**config.mk**
```make
export PLATFORM = sky130hd
export DESIGN_NAME = digit_overlay_renderer
export DESIGN_NICKNAME = d
export VERILOG_FILES = /design/src/rtl/digit_overlay_pkg.sv /design/src/rtl/digit_glyph_hit.sv /design/src/rtl/digit_overlay_renderer.sv
export SDC_FILE = /design/constraint.sdc
export NUM_CORES = 1
export LEC_CHECK = 0
export ABC_AREA = 1
export CELL_PAD_IN_SITES_DETAIL_PLACEMENT = 2
export CELL_PAD_IN_SITES_GLOBAL_PLACEMENT = 2
export CORE_MARGIN = 5
export CORE_UTILIZATION = 37
export CTS_BUF_LIST = sky130_fd_sc_hd__clkbuf_4
export DETAILED_ROUTE_END_ITERATION = 12
export PLACE_DENSITY = 0.92
export SLEW_MARGIN = 20
export SYNTH_ARGS = -nofsm -noshare
export SYNTH_HDL_FRONTEND = slang
export SYNTH_SLANG_ARGS = --single-unit
```
**constraint.sdc**
```tcl
create_clock -name clk -period 11.8 [get_ports clk]
set_input_delay 1.18 -clock clk [delete_from_list [all_inputs] [get_ports clk]]
set_output_delay 1.18 -clock clk [all_outputs]
set_load 0.02 [all_outputs]
```
**src/rtl/digit_overlay_pkg.sv**
```systemverilog
// Shared code constants, segment indices and the 7-segment mask table for the digit overlay.
package digit_overlay_pkg;

    localparam logic [3:0] CODE_INVALID = 4'd11;
    localparam logic [3:0] CODE_PLUS    = 4'd12;
    localparam logic [3:0] CODE_MINUS   = 4'd13;
    localparam logic [3:0] CODE_TIMES   = 4'd14;
    localparam logic [3:0] CODE_DIV     = 4'd15;

    typedef enum logic [2:0] {
        SEG_A = 3'd0,
        SEG_B = 3'd1,
        SEG_C = 3'd2,
        SEG_D = 3'd3,
        SEG_E = 3'd4,
        SEG_F = 3'd5,
        SEG_G = 3'd6
    } seg_idx_e;

    // Bit n of the mask lights segment seg_idx_e'(n); codes 10 and 11 both draw an "E".
    function automatic logic [6:0] seg_mask(input logic [3:0] code);
        logic [6:0] m;
        m = 7'h00;
        case (code)
            4'd0:         m = 7'h3F;
            4'd1:         m = 7'h06;
            4'd2:         m = 7'h5B;
            4'd3:         m = 7'h4F;
            4'd4:         m = 7'h66;
            4'd5:         m = 7'h6D;
            4'd6:         m = 7'h7D;
            4'd7:         m = 7'h07;
            4'd8:         m = 7'h7F;
            4'd9:         m = 7'h6F;
            4'd10:        m = 7'h79;
            CODE_INVALID: m = 7'h79;
            default:      m = 7'h00;
        endcase
        return m;
    endfunction

endpackage

```
**src/rtl/digit_glyph_hit.sv**
```systemverilog
// Combinational glyph rasteriser: decides whether local cell pixel (u,v) is ink for a given code.
module digit_glyph_hit
    import digit_overlay_pkg::*;
#(
    parameter int W = 24,
    parameter int H = 48,
    parameter int T = 4
) (
    input  logic [3:0]  code,
    input  logic [10:0] u,
    input  logic [9:0]  v,
    output logic        ink
);

    int         ui;
    int         vi;
    logic [6:0] seg;
    logic       mid_col;
    logic       vbar;
    logic       dots;
    logic       diag;

    function automatic int iabs(input int a);
        return (a < 0) ? -a : a;
    endfunction

    always_comb begin
        ui = {21'd0, u};
        vi = {22'd0, v};

        seg        = '0;
        seg[SEG_A] = (vi < T);
        seg[SEG_D] = (vi >= H - T);
        seg[SEG_G] = (vi >= H/2 - T/2) && (vi < H/2 + T/2);
        seg[SEG_F] = (ui < T) && (vi < H/2);
        seg[SEG_E] = (ui < T) && (vi >= H/2);
        seg[SEG_B] = (ui >= W - T) && (vi < H/2);
        seg[SEG_C] = (ui >= W - T) && (vi >= H/2);

        // Operator strokes share the centre column used by the plus bar and divide dots.
        mid_col = (ui >= W/2 - T/2) && (ui < W/2 + T/2);
        vbar    = mid_col && (vi >= H/4) && (vi < 3*H/4);
        dots    = mid_col && (((vi >= H/4 - T/2) && (vi < H/4 + T/2)) ||
                              ((vi >= 3*H/4 - T/2) && (vi < 3*H/4 + T/2)));
        diag    = (iabs(2*ui - vi) < 2*T) || (iabs(2*ui - (H - 1 - vi)) < 2*T);

        case (code)
            CODE_PLUS:  ink = seg[SEG_G] || vbar;
            CODE_MINUS: ink = seg[SEG_G];
            CODE_TIMES: ink = diag;
            CODE_DIV:   ink = seg[SEG_G] || dots;
            default:    ink = |(seg_mask(code) & seg);
        endcase
    end

endmodule

```
**src/rtl/digit_overlay_renderer.sv**
```systemverilog
// Buffers recognised codes and overlays them as glyphs on the pixel stream with 2-cycle latency.
// Define DIGIT_OVERLAY_BOX_EN to draw a BOX_COLOR border around every occupied cell.
module digit_overlay_renderer
    import digit_overlay_pkg::*;
#(
    parameter int          ORIGIN_X = 16,
    parameter int          ORIGIN_Y = 16,
    parameter int          CELL_W   = 24,
    parameter int          CELL_H   = 48,
    parameter int          GAP      = 8,
    parameter int          SLOTS    = 4,
    parameter int          SEG_T    = 4,
`ifdef DIGIT_OVERLAY_BOX_EN
    parameter logic [23:0] BOX_COLOR = 24'h00FF00,
`endif
    parameter logic [23:0] FG_COLOR  = 24'h0000FF
) (
    input  logic        clk,
    input  logic        rst,
    input  logic [23:0] RGB_Data_Src,
    input  logic [10:0] RGB_x_Src,
    input  logic [9:0]  RGB_y_Src,
    input  logic [3:0]  num,
    input  logic        num_valid,
    input  logic        clear,
    output logic [23:0] RGB_Data_Dst,
    output logic [10:0] RGB_x_Dst,
    output logic [9:0]  RGB_y_Dst,
    output logic [3:0]  fill_cnt
);

    logic [3:0]  slots_q [SLOTS];
    logic [3:0]  slots_d [SLOTS];
    logic [3:0]  fill_q, fill_d, fill_eff;
    logic [3:0]  shadow_slots_q [SLOTS];
    logic [3:0]  shadow_slots_d [SLOTS];
    logic [3:0]  shadow_fill_q, shadow_fill_d;

    logic [2:0]  slot_p1_q, slot_p1_d;
    logic        in_cell_p1_q, in_cell_p1_d;
    logic [10:0] u_p1_q, u_p1_d;
    logic [9:0]  v_p1_q, v_p1_d;
    logic [23:0] data_p1_q, data_p1_d;
    logic [10:0] x_p1_q, x_p1_d;
    logic [9:0]  y_p1_q, y_p1_d;

    logic [23:0] data_p2_q, data_p2_d;
    logic [10:0] x_p2_q, x_p2_d;
    logic [9:0]  y_p2_q, y_p2_d;

    int          xi, yi, x0;
    logic [3:0]  code_sel;
    logic        occupied;
    logic        glyph_ink;

    // Code buffer: clear takes effect before a same-cycle push.
    always_comb begin
        fill_eff = clear ? 4'd0 : fill_q;
        slots_d  = slots_q;
        fill_d   = fill_eff;
        if (num_valid) begin
            if (fill_eff < 4'(SLOTS)) begin
                for (int i = 0; i < SLOTS; i++) begin
                    if (fill_eff == 4'(i)) slots_d[i] = num;
                end
                fill_d = fill_eff + 4'd1;
            end else begin
                for (int i = 0; i < SLOTS - 1; i++) slots_d[i] = slots_q[i+1];
                slots_d[SLOTS-1] = num;
            end
        end
    end

    always_comb begin
        shadow_slots_d = shadow_slots_q;
        shadow_fill_d  = shadow_fill_q;
        if (RGB_x_Src == 11'd0 && RGB_y_Src == 10'd0) begin
            shadow_slots_d = slots_q;
            shadow_fill_d  = fill_q;
        end
    end

    // Stage 1: locate the cell under the incoming pixel and its local coordinates.
    always_comb begin
        xi           = {21'd0, RGB_x_Src};
        yi           = {22'd0, RGB_y_Src};
        x0           = 0;
        slot_p1_d    = '0;
        in_cell_p1_d = 1'b0;
        u_p1_d       = '0;
        v_p1_d       = '0;
        for (int i = 0; i < SLOTS; i++) begin
            x0 = ORIGIN_X + i * (CELL_W + GAP);
            if (xi >= x0 && xi < x0 + CELL_W && yi >= ORIGIN_Y && yi < ORIGIN_Y + CELL_H) begin
                in_cell_p1_d = 1'b1;
                slot_p1_d    = 3'(i);
                u_p1_d       = 11'(xi - x0);
                v_p1_d       = 10'(yi - ORIGIN_Y);
            end
        end
        data_p1_d = RGB_Data_Src;
        x_p1_d    = RGB_x_Src;
        y_p1_d    = RGB_y_Src;
    end

    // Stage 2: shadow lookup, glyph hit and colour mux.
    always_comb begin
        code_sel = '0;
        for (int i = 0; i < SLOTS; i++) begin
            if (slot_p1_q == 3'(i)) code_sel = shadow_slots_q[i];
        end
        occupied  = in_cell_p1_q && ({1'b0, slot_p1_q} < shadow_fill_q);
        data_p2_d = data_p1_q;
        if (occupied && glyph_ink) data_p2_d = FG_COLOR;
`ifdef DIGIT_OVERLAY_BOX_EN
        if (occupied && (u_p1_q == 11'd0 || u_p1_q == 11'(CELL_W - 1) ||
                         v_p1_q == 10'd0 || v_p1_q == 10'(CELL_H - 1)))
            data_p2_d = BOX_COLOR;
`endif
        x_p2_d = x_p1_q;
        y_p2_d = y_p1_q;
    end

    digit_glyph_hit #(
        .W (CELL_W),
        .H (CELL_H),
        .T (SEG_T)
    ) u_glyph (
        .code (code_sel),
        .u    (u_p1_q),
        .v    (v_p1_q),
        .ink  (glyph_ink)
    );

    always_ff @(posedge clk or posedge rst) begin
        if (rst) begin
            for (int i = 0; i < SLOTS; i++) begin
                slots_q[i]        <= '0;
                shadow_slots_q[i] <= '0;
            end
            fill_q        <= '0;
            shadow_fill_q <= '0;
            slot_p1_q     <= '0;
            in_cell_p1_q  <= 1'b0;
            u_p1_q        <= '0;
            v_p1_q        <= '0;
            data_p1_q     <= '0;
            x_p1_q        <= '0;
            y_p1_q        <= '0;
            data_p2_q     <= '0;
            x_p2_q        <= '0;
            y_p2_q        <= '0;
        end else begin
            slots_q        <= slots_d;
            fill_q         <= fill_d;
            shadow_slots_q <= shadow_slots_d;
            shadow_fill_q  <= shadow_fill_d;
            slot_p1_q      <= slot_p1_d;
            in_cell_p1_q   <= in_cell_p1_d;
            u_p1_q         <= u_p1_d;
            v_p1_q         <= v_p1_d;
            data_p1_q      <= data_p1_d;
            x_p1_q         <= x_p1_d;
            y_p1_q         <= y_p1_d;
            data_p2_q      <= data_p2_d;
            x_p2_q         <= x_p2_d;
            y_p2_q         <= y_p2_d;
        end
    end

    assign RGB_Data_Dst = data_p2_q;
    assign RGB_x_Dst    = x_p2_q;
    assign RGB_y_Dst    = y_p2_q;
    assign fill_cnt     = fill_q;

endmodule

```
==> impl_metrics.toml, run 1 <==
[logic_synthesis]
synthesis.instances = 1117
synthesis.area_um2 = 8840
ys_dominant_reg_cell = "dfrtp_1"
yosys-top-cells-area = "dfrtp_1, nand2_1, inv_1"
synthMostInstantiatedCell = "nand2_1"
synth_async_sr_flop_share_pct = 100
synth_enable_flop_cells = 0
synth.lib_cells_used.distinct = 53
ys_top_cells_by_count = "nand2_1, inv_1, dfrtp_1, nor2_1, nand3_1"
synth_nets = 1221
synth_largest_type_area_fraction_pct = 43.6
synth-seq-area-share_pct = 43.6
postSynthAreaPerCell_um2 = 7.91
synth_largest_area_cell = "dfrtp_1"
synth_warnings = 0
ys_seq_elements = 154

[drt]
drtPass1Iterations = 5
totalWireLength_um = 39300
vias_per_cell = 5.43
post-route-drc-count = 0
dr.first_iter.drc_count = 401
avgRoutedWirePerCell_um = 25.2
vias = 8456
drt.antenna.violating_nets = 0

[sta]
tightest_slew_ps = 877
final-hold-violation-count = 0
min_period_over_period_pct = 41.7
slew_violations = 0
setup_violations = 0
rsz0062_at_grt = "no"
relSlewSlack_pct = 41.5
timing.setup.tns_ps = 0
skew_ps = 41.4
timing.final.ws_setup_ps = 6870
hold_slack_ps = 361
timing.fmax_ghz = 0.203
layout_min_cycle_time_ps = 4930

[clocking]
cts.htree.levels = 4
clk_path_buf_depth = 2
number_of_gates_resized_after_cts = 0
postCtsSetupBuffers = 0
clock_tree.root_cell = "clkbuf_4"
cts_made_buffers = 17
clock_sinks = 154
clock_tree_from_tritoncts = "done"
cts.reportedPaths.clkPinSlew_ps = 180
post_cts_hold_buffer_count = 0
clock_latency_ps = 560

[critical_path]
worst_setup_path_end_kind = "flip-flop"
reg_to_reg_endpoint = "RGB_Data_Dst[0]"
peak_per_stage_delay_on_the_critical_path_ps = 630
worstSetupStartpoint = "v_p1_q[5]"
cp_data_arrival_time_ps = 5400
worst_ep_required_time_ps = 12270
cp_slowest_cell = "nor2_2"
crit_top_cell = "nand2_1"
critical_path.startpoint_type = "flip-flop"
timing_worst_setup_path_type = "reg -> reg"
rrSetupSlack_ps = 6870
reg2regPathDepth = 26
critPathMaxFanout = 35
critical_path.reg2reg.startpoint = "v_p1_q[5]"

[min_path]
min-delay-start = "x_p1_q[9]"
whs_endpoint = "RGB_x_Dst[9]"
worst_min_path_class = "reg -> reg"
hold-path-cell-count = 0

[power_and_ir_drop]
power_leakage_nw = 5.35
ir_worst_vdd_mv = 0.117
total_power_mw = 1.11
pwr_density_cell_nw_per_um2 = 106

[global_route]
grt_antenna_before_repair = 2
via_count_of_the_first_global_routing_pass = 9868
grt_first_pass_wirelength_um = 60600
grt_max_degree = 90
grt_util_all_layers_pct = 29.8
grt-ovfl-total = 0

[place]
dp_hpwl_um = 26100
pre_cts_ws_ps = 6970
io_buffers = 101
detailed_place.area_um2 = 10200
gp_congestion = 0.865

[floorplan]
row_count = 56
chipWidth_um = 165
io-pin-count = 102
core_um2 = 23500
die_area_um2 = 27100
floorplan.die.height_um = 165
start_util_pct = 37.6

[outcome]
outcome = "completed"

[run]
max_cap_viol_count = 0

[final_layout]
finalNetCount = 1329
area_delta_synth_final_pct = 18.4
post_route_cells_drive_above_1_share_pct = 9.05
final_cell_area_um2 = 10500
## area by class of cell
type	instances	area [um^2]
fill	2637	13000
inverter	185	704
clock buffer	17	128
timing repair buffer	107	1060
sequential	154	3850
tap	319	399
clock inverter	14	138
antenna	2	5.00
multi-input combinational	760	4180
## how the worst max path moves through the flow
stage          cells past startpoint  slack [ps]               to
4_1_cts                           26        6870  RGB_Data_Dst[0]
3_5_place_dp                      27        6970  RGB_Data_Dst[0]
2_1_floorplan                      1        6470  RGB_Data_Dst[0]
6_report                          26        6870  RGB_Data_Dst[0]
3_3_place_gp                      26        7370  RGB_Data_Dst[2]
5_1_grt                           27        6370  RGB_Data_Dst[0]
## per-layer routing
metal / track usage (%) / up-vias / wire length [um]
li1: - / 3745 / -
met1: 31.7 / 4300 / 14600
met2: 54.7 / 295 / 20300
met3: 6.49 / 116 / 2060
met4: 15.7 / 0 / 2380
met5: 0 / - / 0
## cells by family after synthesis
| family | share of synthesized area (%) |
|---|---|
| flops | 43.6 |
| fa+ha+maj | 7.39 |
| compound gates | 10.3 |
| buf+inv | 9.09 |
| xor+xnor | 2.73 |
| simple gates | 26.9 |
## where the power goes
group	switching (mW)	internal [mW]	total, mW	leakage [nW]
sequential	0.0203	0.564	0.585	1.91
combinational	0.123	0.0606	0.184	3.31
clock	0.231	0.108	0.339	0.134
total	0.375	0.734	1.11	5.35
## state kept, by name, indices dropped and copies added, names as in the netlist
register        flops
RGB_Data_Dst       24
RGB_x_Dst          11
RGB_y_Dst          10
data_p1_q          24
fill_cnt            4
in_cell_p1_q        1
shadow_fill_q       4
shadow_slots_q     16
slot_p1_q           2
slots_q            16
u_p1_q             11
v_p1_q             10
x_p1_q             11
y_p1_q             10
## through the flow
step / util [%] / std cells
2_1_floorplan: - / 1117
3_3_place_gp: 43.4 / 1525
3_5_place_dp: 43.4 / 1525
4_1_cts: 44.6 / 1556
5_1_grt: 44.6 / 1558
6_report: 44.6 / 1558
## worst max-delay path, delay by kind of cell, from the launching register on
kind                       cells  cell delay, ps
and+or+nand+nor               17            2340
adders and majority gates      3             880
AOI/OAI and AO/OA              3             560
buffers and inverters          3             540
DFF                            1             530
## cell usage in the layout (no fill, tap or decap), types with 4 or more instances in the layout
| cell | netlist | final |
|---|---|---|
| nand2_1 | 262 | 262 |
| inv_1 | 174 | 173 |
| dfrtp_1 | 154 | 154 |
| nor2_1 | 111 | 111 |
| clkdlybuf4s50_1 | 0 | 101 |
| nand3_1 | 71 | 71 |
| o21ai_0 | 62 | 62 |
| ha_1 | 49 | 49 |
| a21oi_1 | 38 | 38 |
| nand2_2 | 23 | 23 |
| nand4_1 | 21 | 21 |
| xor2_1 | 17 | 17 |
| clkbuf_4 | 0 | 17 |
| a21oi_2 | 12 | 12 |
| nor3_1 | 10 | 10 |
| inv_2 | 9 | 9 |
| xnor2_1 | 8 | 8 |
| nor2_2 | 7 | 7 |
| nand3_2 | 7 | 7 |
| inv_6 | 0 | 6 |
| buf_4 | 1 | 6 |
| a31oi_1 | 5 | 5 |
| nand3b_1 | 5 | 5 |
| o21ai_1 | 5 | 5 |
| nor2_4 | 5 | 5 |
| o31ai_1 | 4 | 4 |
| clkinvlp_4 | 0 | 4 |
Power figures use the tool's default switching activity.
==> inputs of run 2 (changes only) <==
--- a/config.mk
+++ b/config.mk
@@ -9,10 +9,10 @@
 export CELL_PAD_IN_SITES_DETAIL_PLACEMENT = 2
 export CELL_PAD_IN_SITES_GLOBAL_PLACEMENT = 2
 export CORE_MARGIN = 5
-export CORE_UTILIZATION = 37
+export CORE_UTILIZATION = 34
 export CTS_BUF_LIST = sky130_fd_sc_hd__clkbuf_4
 export DETAILED_ROUTE_END_ITERATION = 12
-export PLACE_DENSITY = 0.92
+export PLACE_DENSITY = 0.85
 export SLEW_MARGIN = 20
 export SYNTH_ARGS = -nofsm -noshare
 export SYNTH_HDL_FRONTEND = slang
==> constraint.sdc (replaced) <==
create_clock -name clk -period 4.6 [get_ports clk]
set_input_delay 0.46 -clock clk [delete_from_list [all_inputs] [get_ports clk]]
set_output_delay 0.46 -clock clk [all_outputs]
set_load 0.02 [all_outputs]
==> impl_metrics.toml, run 2 (synthesized netlist as in run 1, its figures left out) <==
[sta]
tightest_slew_ps = 725
final-hold-violation-count = 0
min_period_over_period_pct = 90.3
setup_violations = 0
relSlewSlack_pct = 51.5
hold_slack_ps = 278
layout_min_cycle_time_ps = 4150
timing.fmax_ghz = 0.241
slew_violations = 0
timing.setup.tns_ps = 0
rsz0062_at_grt = "no"
skew_ps = 28.9

[clocking]
clock_latency_ps = 600
clock_tree.root_cell = "clkbuf_4"
cts_made_buffers = 17
postCtsSetupBuffers = 0
cts.htree.levels = 4
clk_path_buf_depth = 2
cts.reportedPaths.clkPinSlew_ps = 160
post_cts_hold_buffer_count = 0
clock_tree_from_tritoncts = "done"
clock_sinks = 154
number_of_gates_resized_after_cts = 0

[critical_path]
reg2regPathDepth = 27
worst_setup_path_end_kind = "flip-flop"
worst_ep_required_time_ps = 5120
cp_data_arrival_time_ps = 4670
critPathMaxFanout = 17
critical_path.startpoint_type = "flip-flop"
timing_worst_setup_path_type = "reg -> reg"

[drt]
drt.antenna.violating_nets = 0
post-route-drc-count = 0
vias = 8061
dr.first_iter.drc_count = 354
totalWireLength_um = 33600
vias_per_cell = 5.12
drtPass1Iterations = 4
avgRoutedWirePerCell_um = 21.3

[final_layout]
layout_common_cells = "nand2_1, inv_1, dfrtp_1"
finalNetCount = 1330
final_common_cell = "nand2_1"
post_route_cells_drive_above_1_share_pct = 9.77
area_delta_synth_final_pct = 19.5
final_core_utilization_pct = 40.9
n_fill_cell = 2944

[power_and_ir_drop]
power_leakage_nw = 5.38
ir_worst_vdd_mv = 0.210
pwr_density_cell_nw_per_um2 = 266

[place]
dp_hpwl_um = 24400
gp_congestion = 0.843
io_buffers = 101

[global_route]
grt_antenna_before_repair = 1
grt_first_pass_wirelength_um = 53800
via_count_of_the_first_global_routing_pass = 9534
grt_util_all_layers_pct = 23.7
grt-ovfl-total = 0
grt_max_degree = 107

[outcome]
outcome = "completed"

[floorplan]
core_um2 = 25800
die_area_um2 = 29300
floorplan.die.height_um = 171
io-pin-count = 102
start_util_pct = 34.2
chipWidth_um = 171
row_count = 59

[run]
max_cap_viol_count = 0

[min_path]
hold-path-cell-count = 1
worst_min_path_class = "in -> reg"
## run 2: cell types whose count changed in the layout (fill, tap and decap cells not counted), sizes merged
cell and change:
inv +3, buf +1, bufinv -1, clkinvlp -1, diode -1
## run 2: stage by stage
stage                     power (mW)  setup WS [ps]  cell area, um^2  std cells
after floorplan                 1.72            721             8840       1117
after global placement          1.90            459            10200       1542
after detailed placement        1.95            273            10200       1542
after CTS                       2.83            157            10500       1574
after global routing            2.94           6.34            10600       1575
final                           2.81            446            10600       1575
## run 2: worst paths after layout
path,start,to,slack [ps]
max in group asynchronous,rst,v_p1_q[4],3680
worst max register to register,v_p1_q[5],RGB_Data_Dst[2],450
min in group asynchronous,rst,RGB_Data_Dst[16],390
worst max-delay path,v_p1_q[5],RGB_Data_Dst[2],450
worst min-delay path,RGB_Data_Src[21],data_p1_q[21],280
worst min register to register,x_p1_q[2],RGB_x_Dst[2],360
## run 2: cell type report
type	count	area (um^2)	area share, %
Inverter	185	703	6.66
Tap cell	335	419	3.97
Antenna cell	1	2.50	0.0237
Multi-Input combinational cell	760	4220	40.0
Timing Repair Buffer	108	1080	10.2
Sequential cell	154	3850	36.5
Clock buffer	17	128	1.21
Clock inverter	15	154	1.46
## run 2: per-layer routing
metal | global-route usage [%] | vias up | share of wire, %
met5 | 0 | - | 0
met4 | 7.41 | 0 | 2.8
met3 | 5.81 | 63 | 5.2
met2 | 44.5 | 176 | 53
met1 | 26.2 | 4077 | 39
li1 | - | 3745 | -
## run 2: where the power goes
part           switching (mW)  leakage [nW]  internal, mW
Clock                   0.611         0.148         0.249
Sequential             0.0429          1.90          1.45
Combinational           0.298          3.33         0.157
Total                   0.952          5.38          1.85
## run 2: critical path: stages (launching register included)
cell and delay (ps):
dfrtp_1 490, inv_1 140, ha_1 330, ha_1 410, nand2_1 140, inv_1 100, nand2_1 70, nand2_1 90
inv_1 80, nand2_2 90, nand2_1 70, nand2_1 90, inv_1 60, ha_2 390, nand2_1 90, nor2_1 160
nand3_2 130, nand2_2 120, nand2_1 70, nand2_1 60, nand4_1 130, nor2_1 110, nand3_1 80, nand2_1 80
nand2_2 90, nand2_8 170, nand2_4 110, nand2_1 140
==> inputs of run 3 (changes only) <==
--- a/config.mk
+++ b/config.mk
@@ -9,10 +9,12 @@
 export CELL_PAD_IN_SITES_DETAIL_PLACEMENT = 2
 export CELL_PAD_IN_SITES_GLOBAL_PLACEMENT = 2
 export CORE_MARGIN = 5
-export CORE_UTILIZATION = 34
+export CORE_UTILIZATION = 33
 export CTS_BUF_LIST = sky130_fd_sc_hd__clkbuf_4
+export CTS_CLUSTER_SIZE = 10
 export DETAILED_ROUTE_END_ITERATION = 12
-export PLACE_DENSITY = 0.85
+export PLACE_DENSITY = 0.83
+export REMOVE_ABC_BUFFERS = 1
 export SLEW_MARGIN = 20
 export SYNTH_ARGS = -nofsm -noshare
 export SYNTH_HDL_FRONTEND = slang
==> impl_metrics.toml, run 3 (synthesized netlist as in run 1, its figures left out) <==
[outcome]
outcome = "completed"

[drt]
dr.first_iter.drc_count = 283
avgRoutedWirePerCell_um = 19.1
vias_per_cell = 4.97
totalWireLength_um = 30100
drt.antenna.violating_nets = 0
post-route-drc-count = 0
vias = 7840
drtPass1Iterations = 5

[floorplan]
core_um2 = 26200
floorplan.die.height_um = 174
die_area_um2 = 30100
io-pin-count = 102
row_count = 59
chipWidth_um = 174
start_util_pct = 33.7

[sta]
slew_violations = 0
relSlewSlack_pct = 39.0
skew_ps = 26.1
rsz0062_at_grt = "no"
layout_min_cycle_time_ps = 4150
min_period_over_period_pct = 90.2
tightest_slew_ps = 915
final-hold-violation-count = 0
timing.fmax_ghz = 0.241
timing.final.ws_setup_ps = 449
setup_violations = 0

[place]
dp_hpwl_um = 23100
pre_cts_ws_ps = 292
place_inst = 1545
io_buffers = 101
gp_congestion = 0.828

[power_and_ir_drop]
ir_worst_vdd_mv = 0.167
total_power_mw = 2.86
power_leakage_nw = 5.41
pwr_density_cell_nw_per_um2 = 271

[clocking]
clock_tree_from_tritoncts = "done"
clk_path_buf_depth = 2
cts.reportedPaths.clkPinSlew_ps = 140
clock_tree.root_cell = "clkbuf_4"
cts_made_buffers = 17
post_cts_hold_buffer_count = 0
cts.htree.levels = 4
clock_sinks = 154
postCtsSetupBuffers = 0
clock_latency_ps = 580

[global_route]
grt_busiest_layer = "met2"
grtUsageMet3_pct = 3.73
grt_first_pass_wirelength_um = 49400
grt-ovfl-total = 0
via_count_of_the_first_global_routing_pass = 9124
use_met2_pct = 37.8
grt_max_degree = 101
grt_antenna_before_repair = 1
grt_util_all_layers_pct = 20.3
grtUsageMet1_pct = 23.7

[critical_path]
critPathMaxFanout = 17
worstPathBufferInverterCount = 2
worst_ep_required_time_ps = 5110
cp_slowest_cell = "dfrtp_1"
timing_worst_setup_path_type = "reg -> reg"
crit_top_cell = "nand2_1"
peak_per_stage_delay_on_the_critical_path_ps = 460
critical_path.startpoint_type = "flip-flop"
cp_data_arrival_time_ps = 4670
crit_family = "simple AND/OR/NAND/NOR gates"
worst_setup_path_end_kind = "flip-flop"

[min_path]
worst_min_path_class = "in -> reg"

[final_layout]
post_route_cells_drive_above_1_share_pct = 9.51
final-instance-count-excl-fill = 1577
layout_common_cells = "nand2_1, inv_1, dfrtp_1"
n_fill_cell = 2979
final_core_utilization_pct = 40.4
area_delta_synth_final_pct = 19.8
final_common_cell = "nand2_1"
finalNetCount = 1333

[run]
max_cap_viol_count = 0
==> run 3: cell count changes in the layout (fill, tap and decap cells not counted), moves of 2 or more <==
cell	before	now
a21oi_1	35	38
a21oi_2	15	12
buf_4	5	10
bufinv_16	0	3
clkinvlp_4	3	1
inv_6	4	7
inv_8	6	3
nor3_1	8	10
==> run 3: through the flow <==
step / hold slack [ps] / TNS (ps) / instance area [um^2]
CTS: 256 / 0 / 10600
global route: 239 / 0 / 10600
floorplan: 331 / -1510 / 8730
finish: 306 / 0 / 10600
detailed placement: 337 / 0 / 10200
global placement: 331 / 0 / 10200
==> run 3: report_power, final <==
group          switching, mW  total, mW  internal, mW
Clock                  0.561      0.960         0.400
Combinational          0.267      0.423         0.155
Sequential            0.0340       1.48          1.45
==> run 3: worst paths after layout <==
kind | from | to | slack [ps] | cells past startpoint
max | v_p1_q[4] | RGB_Data_Dst[2] | 450 | 26
min | RGB_Data_Src[5] | data_p1_q[5] | 310 | 1
max reg2reg | v_p1_q[4] | RGB_Data_Dst[2] | 450 | 26
min reg2reg | x_p1_q[9] | RGB_x_Dst[9] | 370 | 0
max in group asynchronous | rst | RGB_y_Dst[6] | 3200 | 3
min in group asynchronous | rst | slots_q[1] | 420 | 2
==> run 3: area by class of cell <==
| class | instances | area (um^2) | share of cell area, % |
|---|---|---|---|
| multi-input cells | 760 | 4190 | 39.6 |
| flip-flops and latches | 154 | 3850 | 36.4 |
| repair buffers | 111 | 1090 | 10.3 |
| inverters | 185 | 704 | 6.65 |
| well taps | 335 | 419 | 3.96 |
| clock inverters | 14 | 200 | 1.89 |
| clock buffers | 17 | 128 | 1.21 |
| diodes | 1 | 2.50 | 0.0236 |
==> run 3: layer usage <==
metal / vias to the layer above / wire length (um)
li1: 3757 / -
met1: 3912 / 12500
met2: 128 / 15900
met3: 43 / 1070
met4: 0 / 602
met5: - / 0
==> run 3: repair_timing <==
action | 4_1_cts | 5_1_grt
endpoints found under the setup margin | 0 | 24
resized for setup | 0 | 3
endpoints found under the hold margin | 0 | 0
